## src/rtl/rv32i_pkg.sv

```systemverilog
// Shared RV32I writeback types: register address width, data width,
// the writeback request record and the writeback source tag.
package rv32i_pkg;

  localparam int REG_ADDR_W = 5;
  localparam int XLEN       = 32;

  typedef struct packed {
    logic [REG_ADDR_W-1:0] rd;
    logic [XLEN-1:0]       data;
  } wb_req_t;

  typedef enum logic {
    WB_ALU,
    WB_LOAD
  } wb_src_e;

endpackage

```

## src/rtl/regfile_wb_scheduler_fifo.sv

```systemverilog
// Small synchronous FIFO of writeback requests used as the load-return queue.
// Push on a full FIFO and pop on an empty FIFO are excluded by the caller.
module wb_fifo
  import rv32i_pkg::*;
#(
  parameter int DEPTH = 2,
  localparam int CW   = $clog2(DEPTH + 1),
  localparam int PW   = (DEPTH > 1) ? $clog2(DEPTH) : 1
) (
  input  logic          clk,
  input  logic          rst_n,
  input  logic          push,
  input  wb_req_t       din,
  input  logic          pop,
  output wb_req_t       dout,
  output logic          full,
  output logic          empty,
  output logic [CW-1:0] count
);

  wb_req_t        mem [DEPTH];
  logic [PW-1:0]  wr_ptr;
  logic [PW-1:0]  rd_ptr;

  function automatic logic [PW-1:0] ptr_inc(input logic [PW-1:0] p);
    return (p == PW'(DEPTH - 1)) ? '0 : p + 1'b1;
  endfunction

  // Entry storage; contents need no reset because count gates visibility.
  always_ff @(posedge clk) begin
    if (push) mem[wr_ptr] <= din;
  end

  // Read/write pointers and occupancy count.
  always_ff @(posedge clk or negedge rst_n) begin
    if (!rst_n) begin
      wr_ptr <= '0;
      rd_ptr <= '0;
      count  <= '0;
    end else begin
      if (push) wr_ptr <= ptr_inc(wr_ptr);
      if (pop)  rd_ptr <= ptr_inc(rd_ptr);
      if (push && !pop)      count <= count + 1'b1;
      else if (!push && pop) count <= count - 1'b1;
    end
  end

  assign dout  = mem[rd_ptr];
  assign full  = (count == CW'(DEPTH));
  assign empty = (count == '0);

endmodule

```

## src/rtl/regfile_wb_scheduler.sv

```systemverilog
// Register-file writeback scheduler: arbitrates the single write port between
// the ALU and a queued load-return path, and keeps a per-register pending
// scoreboard for outstanding loads that drives decode hazard stalls.
module regfile_wb_scheduler
  import rv32i_pkg::*;
#(
  parameter int LQ_DEPTH = 2,
  parameter int XLEN     = 32
) (
  input  logic            clk,
  input  logic            rst_n,
  input  logic            issue_valid,
  input  logic [4:0]      issue_rd,
  output logic            issue_ready,
  input  logic            alu_valid,
  input  logic [4:0]      alu_rd,
  input  logic [XLEN-1:0] alu_data,
  output logic            alu_ready,
  input  logic            ld_valid,
  input  logic [4:0]      ld_rd,
  input  logic [XLEN-1:0] ld_data,
  output logic            ld_ready,
  input  logic [4:0]      rs1_addr,
  input  logic [4:0]      rs2_addr,
  output logic            rs1_busy,
  output logic            rs2_busy,
  output logic            rf_we,
  output logic [4:0]      rf_rd_addr,
  output logic [XLEN-1:0] rf_rd_data,
  output logic            err
);

  localparam int LQ_CW = $clog2(LQ_DEPTH + 1);

  logic [31:1]      pending;
  logic [31:0]      pend_vec;
  logic             src_load;
  logic             ld_accept;
  logic             lq_pop;
  logic             lq_full;
  logic             lq_empty;
  logic [LQ_CW-1:0] lq_count;
  wb_req_t          lq_head;
  wb_req_t          lq_in;
  logic             sel_valid;
  wb_src_e          sel_src;
  wb_req_t          sel_req;

  // x0 has no scoreboard storage; bit 0 is tied low so lookups need no guard.
  assign pend_vec    = {pending, 1'b0};
  assign issue_ready = !pend_vec[issue_rd];
  assign rs1_busy    = pend_vec[rs1_addr];
  assign rs2_busy    = pend_vec[rs2_addr];
  assign ld_ready    = (lq_count != LQ_CW'(LQ_DEPTH));
  assign ld_accept   = ld_valid && ld_ready;
  assign lq_in       = '{rd: ld_rd, data: ld_data};

  wb_fifo #(.DEPTH(LQ_DEPTH)) u_lq (
    .clk   (clk),
    .rst_n (rst_n),
    .push  (ld_accept),
    .din   (lq_in),
    .pop   (lq_pop),
    .dout  (lq_head),
    .full  (lq_full),
    .empty (lq_empty),
    .count (lq_count)
  );

  // Write-port arbitration: full queue first, then ALU, then queued loads.
  always_comb begin
    alu_ready = 1'b0;
    lq_pop    = 1'b0;
    sel_valid = 1'b0;
    sel_src   = WB_ALU;
    sel_req   = '0;
    if (lq_full) begin
      lq_pop    = 1'b1;
      sel_valid = 1'b1;
      sel_src   = WB_LOAD;
      sel_req   = lq_head;
    end else if (alu_valid && !pend_vec[alu_rd]) begin
      alu_ready = 1'b1;
      sel_valid = 1'b1;
      sel_req   = '{rd: alu_rd, data: alu_data};
    end else if (!lq_empty) begin
      lq_pop    = 1'b1;
      sel_valid = 1'b1;
      sel_src   = WB_LOAD;
      sel_req   = lq_head;
    end
  end

  // Write stage register; a selected x0 write completes without asserting rf_we.
  always_ff @(posedge clk or negedge rst_n) begin
    if (!rst_n) begin
      rf_we      <= 1'b0;
      src_load   <= 1'b0;
      rf_rd_addr <= '0;
      rf_rd_data <= '0;
    end else begin
      rf_we    <= sel_valid && (sel_req.rd != '0);
      src_load <= sel_valid && (sel_src == WB_LOAD);
      if (sel_valid) begin
        rf_rd_addr <= sel_req.rd;
        rf_rd_data <= sel_req.data;
      end
    end
  end

  // Scoreboard: set on accepted load issue, clear when that load is written.
  always_ff @(posedge clk or negedge rst_n) begin
    if (!rst_n) begin
      pending <= '0;
    end else begin
      for (int unsigned i = 1; i < 32; i++) begin
        if (rf_we && src_load && (rf_rd_addr == 5'(i)))
          pending[i] <= 1'b0;
        if (issue_valid && issue_ready && (issue_rd == 5'(i)))
          pending[i] <= 1'b1;
      end
    end
  end

  // Sticky error for a load return to a register with no outstanding load.
  always_ff @(posedge clk or negedge rst_n) begin
    if (!rst_n)
      err <= 1'b0;
    else if (ld_accept && (ld_rd != '0) && !pend_vec[ld_rd])
      err <= 1'b1;
  end

endmodule

```

## config.mk

```make
export PLATFORM = sky130hd
export DESIGN_NAME = regfile_wb_scheduler
export DESIGN_NICKNAME = d
export VERILOG_FILES = /design/src/rtl/rv32i_pkg.sv /design/src/rtl/regfile_wb_scheduler_fifo.sv /design/src/rtl/regfile_wb_scheduler.sv
export SDC_FILE = /design/constraint.sdc
export NUM_CORES = 1
export LEC_CHECK = 0
export ABC_AREA = 1
export CORE_UTILIZATION = 54
export DETAILED_ROUTE_END_ITERATION = 7
export GPL_ROUTABILITY_DRIVEN = 0
export PLACE_DENSITY = 0.81
export SETUP_SLACK_MARGIN = 0.05
export SLEW_MARGIN = 40
export SYNTH_ARGS = -nofsm -noshare
export SYNTH_HDL_FRONTEND = slang
export SYNTH_HIERARCHICAL = 1
export SYNTH_SLANG_ARGS = --single-unit
```

## constraint.sdc

```tcl
create_clock -name clk -period 4.25 [get_ports clk]
set_input_delay 0.85 -clock clk [delete_from_list [all_inputs] [get_ports clk]]
set_output_delay 0.85 -clock clk [all_outputs]
set_load 0.01 [all_outputs]
```

==> impl_metrics.toml, run 1 <==
[run_status]
outcome = "complete, but fails checks"
violations = "design-rule violations"

[routing]
drt_pass1_iterations = 8
routedWlPerCell_um = 18.4
drc_errors = 9
wl_mm = 22.9
vias = 7330
viasPerCell = 5.88
ant_nets = 0
drtIter0Drc = 993

[clock_tree]
htree_levels = 4
cts_tree = "done"
holdBufCountCts = 0
clkSinkCount = 149
clk_latency_ns = 0.42
clk_path_buf_depth = 2
cts.reportedPaths.clkPinSlew_ns = 0.05
cts_buffers = 17
cts_root_buf = "clkbuf_16"

[cells_and_area]
drive_gt1_share_pct = 10.8
area_growth_pct = 24.9
final_area_um2 = 10100
nNetsFinal = 1144
antenna-diode-count = 0
fin_cells = 1246

[global_routing]
grt-ovfl-total = 0
grt_use_total_pct = 30.3
grt_max_degree = 76
grt_pass1_vias = 6853
grt_pass1_wl_mm = 36.4
antenna_found_initial = 0

[die]
die_y_um = 124
rows = 44
coreArea_um2 = 14600
start_util_pct = 55.4
ios = 138
die_area_um2 = 15500
chipWidth_um = 124

[yosys]
yosys.area.top_type = "edfxtp_1"
synth_area_per_cell_um2 = 8.79
yosys_warnings = 6
synth_edf_count = 74
yosysUniqueCellTypes = 42
ys_top_cells_by_count = "202 x nand2_1, 96 x a21oi_1, 93 x nor2_1, 75 x dfrtp_1, 75 x nand3_1"
synth-async-reset-ratio_pct = 50.3
netlist_area_um2 = 8090
syn_inst = 920
netlist_top_cells_area = "edfxtp_1 27%, dfrtp_1 23%, nand2_1 9.4%"
synth_top_area_share_pct = 27.5
ys_ff_latch = 149
synth_fp_nets = 1015
yosysMostFrequentCell = "nand2_1"
yosysSeqAreaShare_pct = 50.7
ys.flop_type = "dfrtp_1"

[place]
place_hpwl_mm = 15.4
place_inst = 1214
portBuffers = 137
dpl_cell_area_um2 = 9540

[timing]
setup_violations = 0
setup_tns_ns = 0
period_minus_slack_ns = 4.00
rsz0062_at_grt = "no"
fmax_mhz = 250
skew_ns = 0.00930
min_period_over_period_pct = 94.2
slew_headroom_pct = 46.7
finalHoldViolCount = 0
worst-slew-pin-transition_ns = 0.792
maxSlewViolCount = 0

[min_path]
hold_class = "flop to flop"

[power]
p_int_mw = 4.12
leakagePower_nw = 4.23
power_switching_share_pct = 40.5
seq_power_share_pct = 37.5
switchingPower_mw = 2.80
max-vdd-ir-drop_mv = 0.434
p_comb_share_pct = 42.1
power_density_nw_per_um2 = 685
power.share.clock_pct = 20.4

[setup_path]
startpoint_type = "input port"
arrival_ns = 3.15
path_max_fanout = 24
crit_required_ns = 3.40
endpoint_kind = "output port"
crit_type = "input port to output port"

[run]
maxCapViolations = 0
flip-flops by register name, indices dropped and copies added, names as in the netlist:
name / cells
src_load: 1
u_lq/count: 2
rf_we: 1
rf_rd_data: 32
pending: 31
rf_rd_addr: 5
u_lq/rd_ptr: 1
err: 1
u_lq/wr_ptr: 1
u_lq/mem: 74
stage by stage:
stage,hold slack [ns],setup slack (ns),power (mW),utilization [%]
2_1_floorplan,0.448,0.901,4.32,-
3_3_place_gp,0.445,0.242,5.37,65.4
3_5_place_dp,0.451,0.161,5.46,65.4
4_1_cts,0.465,0.142,6.88,69.2
5_1_grt,0.504,0.0644,7.31,69.2
6_report,0.458,0.246,6.92,69.2
repair_timing:
action,CTS,global route
buffers inserted,0,0
setup endpoints to repair,0,1
gates resized for setup,0,1
layer usage:
layer / track usage, % / wire length [um] / vias up
met3: 8.59 / 2140 / 75
met1: 40.2 / 9370 / 3411
met4: 13.0 / 727 / 0
met5: 0.654 / 0 / -
met2: 46.3 / 10600 / 443
li1: - / - / 3401
path summary, 6_finish.rpt:
kind                        startpoint            end  slack (ns)  cells after the start
setup / recovery           rs1_addr[0]       rs1_busy        0.25                     10
hold / removal                     err            err        0.46                      2
setup reg to reg           pending[21]  u_lq/count[1]        1.51                     17
hold reg to reg                    err            err        0.46                      2
max in group asynchronous        rst_n    u_lq/rd_ptr        3.22                      1
min in group asynchronous        rst_n  rf_rd_data[3]        0.47                      1
cells by family (layout without fill, tap and decap cells):
logic type                 after synthesis  in the layout  share of synthesized area [%]
AOI/OAI and AO/OA                      209            209                           14.7
xor gates and xnor gates                 3              3                          0.325
adders and majority gates                1              1                          0.155
buffers and inverters                  121            263                           7.13
DFF                                    149            149                           50.7
muxes                                   37             37                           6.08
and+or+nand+nor                        400            400                           21.0
placed cells by master, fill, tap and decap left out, types with 2 or more instances in the layout:
master / instances
mux2_2: 17
nor2_2: 2
xor2_1: 2
dfrtp_1: 74
a21oi_2: 16
nor3_1: 16
edfxtp_1: 74
nand3_1: 75
o22ai_1: 13
nor2_1: 90
buf_4: 14
nand4_1: 7
a21oi_1: 96
clkdlybuf4s50_1: 135
o21ai_0: 65
nand2_2: 2
clkinvlp_4: 3
nor2_8: 2
a31oi_1: 4
inv_4: 2
clkbuf_16: 17
clkinv_4: 3
inv_6: 4
inv_1: 73
o2111ai_1: 3
mux2_4: 20
clkinv_2: 3
nand2_1: 202
o211ai_1: 3
clkinv_1: 5
critical path, stage by stage:
cell and delay, ns:
clkdlybuf4s50_1 0.57, clkinvlp_4 0.33, o21ai_0 0.27, a21oi_1 0.06, o21ai_0 0.17, nand3_1 0.11, nand2_1 0.08, nor2_1 0.04
a31oi_1 0.14, clkdlybuf4s50_1 0.55
power by group through the flow:
stage | Combinational [mW] | Clock (mW) | Sequential (mW)
after floorplan | 1.88 | 0 | 2.45
after global placement | 2.81 | 0 | 2.56
after detailed placement | 2.86 | 0 | 2.59
after CTS | 2.89 | 1.42 | 2.57
after global routing | 3.18 | 1.49 | 2.64
final | 2.91 | 1.41 | 2.60
area by class of cell:
class / instances / area, um^2
fill: 1145 / 4490
sequential: 149 / 4100
multi-input combinational: 650 / 3430
timing repair buffer: 151 / 1470
clock buffer: 17 / 425
inverter: 80 / 309
tap: 184 / 230
clock inverter: 15 / 129
Power figures use the tool's default switching activity.
==> run 2: changes to the inputs <==
CORE_UTILIZATION = 53   (was 54)
HOLD_SLACK_MARGIN = 0.02   (was default)
PLACE_DENSITY = 0.8   (was 0.81)
SYNTH_HIERARCHICAL = default   (was 1)
==> run 2 against run 1 <==
  * The flow now finishes without violations
  * Critical path depth unchanged
  * Total power down 3.9%
  * Register-to-register slack better by 0.21 ns
  * Largest power group unchanged
  * Utilization about the same
==> impl_metrics.toml, run 2 <==
[setup_path]
endpoint_kind = "output port"
crit_required_ns = 3.40
crit_chain = "clkdlybuf4s50_1, inv_1, a21oi_1, o21ai_0, nand3_1, o211ai_1, nand2_1, nor2_1, a31oi_1, clkdlybuf4s50_1"
cpMaxStageDelayCell = "clkdlybuf4s50_1"
startpoint_type = "input port"
arrival_ns = 3.09
cpPeakStageDelay_ns = 0.63
path_max_fanout = 22
path_common_cell = "clkdlybuf4s50_1"
crit_type = "input port to output port"

[timing]
maxSlewViolCount = 0
fmax_mhz = 254
skew_ns = 0.00885
slew_headroom_pct = 52.5
min_period_over_period_pct = 92.8
rsz0062_at_grt = "no"
whs_ns = 0.453
period_minus_slack_ns = 3.94
setup_tns_ns = 0
setup_slack_ns = 0.307
worst-slew-pin-transition_ns = 0.711
finalHoldViolCount = 0
setup_violations = 0

[clock_tree]
clkSinkCount = 149
holdBufCountCts = 0
cts_root_buf = "clkbuf_16"
post_cts_buffers = 0
clk_path_buf_depth = 2
cts.reportedPaths.clkPinSlew_ns = 0.06
cts_buffers = 17
clk_latency_ns = 0.43
cts_tree = "done"
htree_levels = 4
ctsResizeCount = 0

[yosys]
synth_edf_count = 74
yosys.area.top_type = "edfxtp_1"
syn_inst = 896
yosysMostFrequentCell = "nand2_1"
yosys_warnings = 0
yosysUniqueCellTypes = 39
ys.flop_type = "dfrtp_1"
synth_fp_nets = 991
yosysSeqAreaShare_pct = 53.5
synth-async-reset-ratio_pct = 50.3
synth_top_area_share_pct = 29.0
synth_area_per_cell_um2 = 8.56
ys_top_cells_by_count = "149 x nand2_1, 106 x a21oi_1, 93 x o21ai_0, 91 x nand3_1"
netlist_top_cells_area = "edfxtp_1 29%, dfrtp_1 24%, nand2_1 7.3%"
ys_ff_latch = 149
netlist_area_um2 = 7670

[routing]
routedWlPerCell_um = 18.4
vias = 7178
wl_mm = 22.3
ant_nets = 0
drtIter0Drc = 862
drc_errors = 0
drt_pass1_iterations = 7
viasPerCell = 5.93

[cells_and_area]
layout_common_cells = "149 x nand2_1, 135 x clkdlybuf4s50_1, 106 x a21oi_1, 93 x o21ai_0, 91 x nand3_1"
utilization_pct = 69.3
drive_gt1_share_pct = 6.11
area_growth_pct = 26.4
antenna-diode-count = 0
largest_reg_flops = 74
fin_cells = 1211
top_regs = "u_lq.mem x74, rf_rd_data x32, pending x31"
nNetsFinal = 1113
fillers = 1089
regMostFlops = "u_lq.mem"
mostFrequentLayoutCell = "nand2_1"

[run_status]
outcome = "complete, no violations"

[global_routing]
grt_use_total_pct = 30.9
use_met3_pct = 7.99
grt-ovfl-total = 0
use_met1_pct = 42.2
grt_pass1_vias = 6689
grtUsageMet2_pct = 46.6
grt_pass1_wl_mm = 34.6
antenna_found_initial = 0
grt_max_degree = 76
busiest_layer = "met2"

[min_path]
hold_class = "input port to asynchronous set/reset pin"

[place]
place_ws_ns = 0.341
place_hpwl_mm = 14.9
place_inst = 1179
portBuffers = 137

[die]
die_y_um = 122
ios = 138
die_area_um2 = 15000
start_util_pct = 54.8
coreArea_um2 = 14000
chipWidth_um = 122
rows = 43

[power]
leakagePower_nw = 3.94
power_density_nw_per_um2 = 686
max-vdd-ir-drop_mv = 0.395

[run]
maxCapViolations = 0
-- run 2: cells by family after synthesis --
| family | count (synthesis) | synth area share [%] |
|---|---|---|
| compound gates | 253 | 17.7 |
| buf+inv | 125 | 6.98 |
| mux | 5 | 0.653 |
| flops | 149 | 53.5 |
| xor+xnor | 3 | 0.343 |
| fa+ha+maj | 1 | 0.163 |
| simple gates | 360 | 20.7 |
-- run 2: area by class of cell --
cell class	count	area [um^2]	share of cell area [%]
multi-input combinational	622	3050	31.5
tap	180	225	2.32
sequential	149	4100	42.3
clock inverter	11	90.1	0.930
timing repair buffer	149	1460	15.0
clock buffer	21	470	4.86
inverter	79	299	3.09
-- run 2: per-stage QoR --
step	instance area [um^2]	power [mW]
2_1_floorplan	7670	3.97
3_3_place_gp	9130	5.09
3_5_place_dp	9130	5.15
4_1_cts	9690	6.59
5_1_grt	9690	7.02
6_report	9690	6.65
-- run 2: metal layers --
layer	wire length [um]	share of wire (%)	vias to the layer above
li1	-	-	3367
met1	8950	40	3335
met2	10200	46	401
met3	2330	10	75
met4	818	3.7	0
met5	0	0	-
-- run 2: path summary, 6_finish.rpt --
| check | start | endpoint | slack [ns] | cells after the start |
|---|---|---|---|---|
| worst min register to register | err | err | 0.49 | 1 |
| worst max-delay path | rs1_addr[0] | rs1_busy | 0.31 | 10 |
| min in group clk | err | err | 0.49 | 1 |
| worst max register to register | pending[29] | u_lq.count[1] | 1.72 | 16 |
| worst min-delay path | rst_n | pending[24] | 0.45 | 1 |
| max in group asynchronous | rst_n | pending[7] | 3.31 | 1 |
-- run 2: critical path, delay by kind of cell --
family | cells | cell delay (ns)
compound gates | 4 | 0.54
simple gates | 3 | 0.21
buf+inv | 3 | 1.48
-- run 2: where the power goes --
group	switching (mW)	leakage (nW)	internal, mW
Sequential	0.397	1.55	2.07
Clock	0.616	0.277	0.805
Combinational	1.73	2.12	1.03
Total	2.75	3.94	3.90
==> run 3: changes to the inputs <==
CTS_CLUSTER_DIAMETER = 150   (was default)
==> results of run 3 <==
Final layout, timing and power as in run 2 (identical DEF).
